<file path="src/rtl/rd_burst_scheduler.sv">
// Round-robin owner of the channel word buffer's single read port: grants one
// channel at a time and sequences a burst of WORDS fixed-length read slots.
module rd_burst_scheduler #(
  parameter int N_CH   = 5,
  parameter int WORDS  = 18,
  parameter int AW     = 5,
  parameter int SLOT   = 64,
  parameter int RD_ON  = 40,
  parameter int RD_LEN = 4
) (
  input  logic            clk,
  input  logic            rst,
  input  logic [N_CH-1:0] req,
  output logic [N_CH-1:0] grant,
  output logic            busy,
  output logic [AW-1:0]   rd_adr,
  output logic            adr_valid,
  output logic [N_CH-1:0] rd,
  output logic [N_CH-1:0] done
);

  localparam int PW = (N_CH > 1) ? $clog2(N_CH) : 1;
  localparam int CW = $clog2(SLOT);

  typedef enum logic [1:0] {
    ST_IDLE,
    ST_SLOT,
    ST_NEXT
  } state_t;

  state_t          state_q, state_d;
  logic [N_CH-1:0] grant_q, grant_d;
  logic            busy_q, busy_d;
  logic [AW-1:0]   word_q, word_d;
  logic [CW-1:0]   cnt_q, cnt_d;
  logic [N_CH-1:0] rd_q, rd_d;
  logic [N_CH-1:0] done_q, done_d;
  logic [PW-1:0]   rr_q, rr_d;
  logic [N_CH-1:0] armed_q, armed_d;
  logic [N_CH-1:0] sync1_q, sreq_q;

  logic [N_CH-1:0] pending;
  logic [N_CH-1:0] sel_mask;
  logic [PW-1:0]   sel;
  logic [PW-1:0]   idx;
  logic            found;
  logic            take;

  // Search upward from the channel after the last owner, wrapping at N_CH.
  // NOTE: every always_comb output is given a default before any branch so no
  // path leaves it unassigned, which would otherwise infer a latch.
  always_comb begin
    pending = sreq_q & armed_q;
    found   = 1'b0;
    sel     = '0;
    idx     = '0;
    for (int i = 1; i <= N_CH; i++) begin
      idx = PW'((int'(rr_q) + i) % N_CH);
      if (!found && pending[idx]) begin
        found = 1'b1;
        sel   = idx;
      end
    end
    sel_mask = N_CH'(1) << sel;
  end

  always_comb begin
    state_d = state_q;
    grant_d = grant_q;
    busy_d  = busy_q;
    word_d  = word_q;
    cnt_d   = cnt_q;
    rr_d    = rr_q;
    rd_d    = '0;
    done_d  = '0;
    take    = 1'b0;

    case (state_q)
      ST_IDLE: begin
        if (found) begin
          take    = 1'b1;
          grant_d = sel_mask;
          rr_d    = sel;
          busy_d  = 1'b1;
          word_d  = '0;
          cnt_d   = '0;
          state_d = ST_SLOT;
        end
      end
      ST_SLOT: begin
        cnt_d = cnt_q + CW'(1);
        if (cnt_q >= CW'(RD_ON) && cnt_q <= CW'(RD_ON + RD_LEN - 1)) begin
          rd_d = grant_q;
        end
        if (cnt_q == CW'(SLOT - 1)) begin
          cnt_d   = '0;
          state_d = ST_NEXT;
        end
      end
      ST_NEXT: begin
        if (word_q == AW'(WORDS - 1)) begin
          done_d  = grant_q;
          grant_d = '0;
          busy_d  = 1'b0;
          word_d  = '0;
          state_d = ST_IDLE;
        end else begin
          word_d  = word_q + AW'(1);
          state_d = ST_SLOT;
        end
      end
      default: state_d = ST_IDLE;
    endcase

    // A channel re-arms only after its synchronised strobe has been seen low.
    armed_d = armed_q | ~sreq_q;
    if (take) begin
      armed_d = armed_d & ~sel_mask;
    end
  end

  // NOTE: sequential state uses non-blocking assignments so every flop samples
  // the pre-edge values regardless of statement order.
  always_ff @(posedge clk) begin
    if (rst) begin
      state_q <= ST_IDLE;
      grant_q <= '0;
      busy_q  <= 1'b0;
      word_q  <= '0;
      cnt_q   <= '0;
      rd_q    <= '0;
      done_q  <= '0;
      rr_q    <= PW'(N_CH - 1);
      armed_q <= '1;
      sync1_q <= '0;
      sreq_q  <= '0;
    end else begin
      state_q <= state_d;
      grant_q <= grant_d;
      busy_q  <= busy_d;
      word_q  <= word_d;
      cnt_q   <= cnt_d;
      rd_q    <= rd_d;
      done_q  <= done_d;
      rr_q    <= rr_d;
      armed_q <= armed_d;
      sync1_q <= req;
      sreq_q  <= sync1_q;
    end
  end

  assign grant     = grant_q;
  assign busy      = busy_q;
  assign adr_valid = busy_q;
  assign rd_adr    = busy_q ? word_q : '0;
  assign rd        = rd_q;
  assign done      = done_q;

endmodule
</file>
<file path="config.mk">
export PLATFORM = sky130hd
export DESIGN_NAME = rd_burst_scheduler
export DESIGN_NICKNAME = d
export VERILOG_FILES = /design/src/rtl/rd_burst_scheduler.sv
export SDC_FILE = /design/constraint.sdc
export NUM_CORES = 1
export LEC_CHECK = 0
export CAP_MARGIN = 10
export CORE_UTILIZATION = 55
export CTS_BUF_LIST = sky130_fd_sc_hd__clkbuf_8
export DETAILED_ROUTE_END_ITERATION = 10
export HOLD_SLACK_MARGIN = 0.1
export PLACE_DENSITY = 0.77
export SLEW_MARGIN = 10
export SYNTH_ARGS = -nofsm -noshare
export SYNTH_HDL_FRONTEND = slang
export SYNTH_SLANG_ARGS = --single-unit
</file>
<file path="constraint.sdc">
create_clock -name clk -period 10.3 [get_ports clk]
set_input_delay 1.545 -clock clk [delete_from_list [all_inputs] [get_ports clk]]
set_output_delay 1.545 -clock clk [all_outputs]
set_load 0.01 [all_outputs]
</file>
==> results.json <==
{
  "syn_area_um2": 3856,
  "rsz0062_at_grt": "false",
  "drc": 0,
  "grt_max_degree": 37,
  "grt_pass1_wl_um": 15290,
  "netlist.area_leader.share_pct": 24.40,
  "relSlewSlack_pct": 46.15,
  "synth_edf_count": 0,
  "avgSynthCellArea_um2": 8.293,
  "hpwl_um": 6963,
  "drv_cap": 0,
  "yosysTopAreaCell": "dfxtp_1",
  "layoutNonFillerInstCount": 576,
  "slowest_delay_ns": 0.81,
  "layout_min_cycle_time_ns": 5.887,
  "die_y_um": 85.74,
  "nets": 514,
  "end_kind": "register",
  "wire_per_inst_um": 16.15,
  "p_per_area_nw_per_um2": 285.9,
  "totalWireLength_um": 9305,
  "final.period_utilization_pct": 57.15,
  "final_area_um2": 4227,
  "worst_setup_path_start_kind": "register",
  "synth_warnings": 0,
  "htree_levels": 2,
  "io_buffers": 28,
  "cp_cell_sequence": "inv_1 > ha_1 > ha_1 > nor3b_1 > o31a_2 > xnor2_1 > ha_1 > nor2b_1 > or3_1 > o311ai_2 > or4b_1 > a221o_1 > and3_1 > nand3_2 > nand2_1 > and3b_1 > a32o_2",
  "ctsLongestPathBuffers": 2,
  "crit_path_max_fanout": 24,
  "core_area_um2": 6794,
  "fin_worst_skew_ns": 0.006270,
  "start_util_pct": 56.76,
  "clk_latency_ns": 0.29,
  "fmax_mhz": 169.9,
  "track_usage_pct": 25.60,
  "synth_area_leaders": "dfxtp_1 (24%), ha_1 (9.1%), nand2_1 (4.1%)",
  "drtIter0Drc": 243,
  "setup_tns_ns": 0,
  "synth.distinct_cells": 98,
  "seq_area_frac_synth_pct": 24.40,
  "numCtsBuffers": 5,
  "area_delta_synth_final_pct": 9.604,
  "antenna_found_initial": 0,
  "total_power_mw": 1.208,
  "p_leak_nw": 1.583,
  "cp_slowest_cell": "ha_1",
  "layout-drive-gt1-share_pct": 8.542,
  "crit_top_cell": "ha_1",
  "path_class": "register to register",
  "synth-seq-cells": 47,
  "multi_input_area_um2": 2700,
  "vias": 3599,
  "register_area_um2": 940.9,
  "dpl_cell_area_um2": 4145,
  "ant_nets": 0,
  "boundaryPins": 29,
  "path_clk_slew_ns": 0.08,
  "maxSlewViolCount": 0,
  "finalHoldViolCount": 0,
  "row_count": 30,
  "syn_inst": 465,
  "first_global_vias": 3167,
  "clock_sinks": 47,
  "dieArea_um2": 7350,
  "cp.required_ns": 10.48,
  "grt_overflow": 0,
  "postCtsHoldBufs": 0,
  "vias_per_cell": 6.248,
  "worst_pin_slew_ns": 0.8029,
  "ctsRootBufferMaster": "clkbuf_8",
  "mostFrequentLayoutCell": "dfxtp_1",
  "die_x_um": 85.74,
  "place.gp.congestion": 0.9724,
  "synth_flop_cell": "dfxtp_1",
  "dp.cells": 568,
  "cts_tree": "built",
  "layout_common_cells": "dfxtp_1 (47), nand2_1 (42), nor2_1 (38)",
  "final.fill_count": 593,
  "synthArstFlopShare_pct": 0,
  "num_antenna_cells": 0,
  "place_ws_ns": 4.495,
  "finalWorstSetupSlack_ns": 4.413,
  "synth_nets": 500,
  "firstDrtPassIters": 4,
  "max-vdd-ir-drop_v": 0.0001236,
  "cts_setup_buffers": 0,
  "finalSetupViolations": 0,
  "status": "complete, no violations",
  "hp-class": "register to register",
  "worst_ep_arrival_time_ns": 6.07,
  "cts_resized": 0
}
[metal layers]
| metal | track usage [%] | up-vias | part of all wire, % | wire [µm] |
|---|---|---|---|---|
| li1 | - | 1760 | - | - |
| met1 | 35.93 | 1700 | 46 | 4321 |
| met2 | 41.09 | 127 | 46 | 4313 |
| met3 | 4.524 | 12 | 6.0 | 555 |
| met4 | 5.758 | 0 | 1.2 | 114 |
| met5 | 0 | - | 0 | 0 |
[power breakdown]
group	switching [mW]	internal [mW]	total, mW	leakage [nW]
logic	0.536	0.336	0.872	1.15
registers	0.0297	0.205	0.234	0.383
clock network	0.0557	0.0457	0.101	0.0505
total	0.621	0.587	1.21	1.58
[final cells by class]
class	count	share of cell area [%]
Multi-Input combinational cell	373	63.88
Sequential cell	47	22.26
Tap cell	96	2.842
Timing Repair Buffer	31	7.164
Clock buffer	5	1.628
Clock inverter	3	0.2960
Inverter	21	1.924
[registers in the layout (all words and copies together) (netlist names)]
register / cells
adr_valid: 1
armed_q: 5
cnt_q: 6
done: 5
grant: 5
rd: 5
rr_q: 3
sreq_q: 5
state_q: 2
sync1_q: 5
word_q: 5
[kinds of logic (layout without fill, tap and decap cells)]
| logic type | count (synthesis) | in the layout | share of synthesized area (%) |
|---|---|---|---|
| xor gates and xnor gates | 10 | 10 | 3.245 |
| DFF | 47 | 47 | 24.40 |
| adders and majority gates | 28 | 28 | 9.085 |
| and+or+nand+nor | 188 | 188 | 26.57 |
| muxes | 8 | 8 | 2.790 |
| buffers and inverters | 45 | 60 | 5.581 |
| AOI/OAI and AO/OA | 139 | 139 | 28.33 |
[through the flow]
stage / util [%] / hold slack (ns)
final: 62.21 / 0.4375
after global routing: 62.21 / 0.4599
after detailed placement: 61.01 / 0.4204
after floorplan: - / 0.4138
after global placement: 61.01 / 0.4161
after CTS: 62.21 / 0.4387
[worst max-delay path, delay by kind of cell (launching register included)]
| family | cells | cell delay [ns] |
|---|---|---|
| buffers and inverters | 1 | 0.30 |
| XOR/XNOR | 1 | 0.38 |
| adder cells (fa/ha/maj) | 3 | 1.40 |
| AO/OA/AOI/OAI | 4 | 1.10 |
| AND/OR/NAND/NOR | 8 | 1.89 |
| flip-flops | 1 | 0.67 |
[worst paths after layout]
| kind | from | end | slack (ns) | cells after the start |
|---|---|---|---|---|
| setup / recovery | rr_q[1] | grant[1] | 4.41 | 17 |
| hold / removal | sync1_q[0] | sreq_q[0] | 0.44 | 1 |
| setup reg to reg | rr_q[1] | grant[1] | 4.41 | 17 |
| hold reg to reg | sync1_q[0] | sreq_q[0] | 0.44 | 1 |
[synth_stat cells, types with 5 or more instances]
cell type / count
nand2_1: 42
inv_1: 17
dfxtp_1: 47
a32oi_1: 5
nor2b_1: 16
xnor2_1: 6
a21oi_1: 22
a211oi_1: 7
and2_1: 21
a31oi_1: 6
nand3_1: 18
clkbuf_1: 12
nor3_1: 11
o211ai_1: 14
o21ai_0: 15
nor2_1: 38
ha_1: 28
o21a_1: 6
Power figures use the tool's default switching activity.
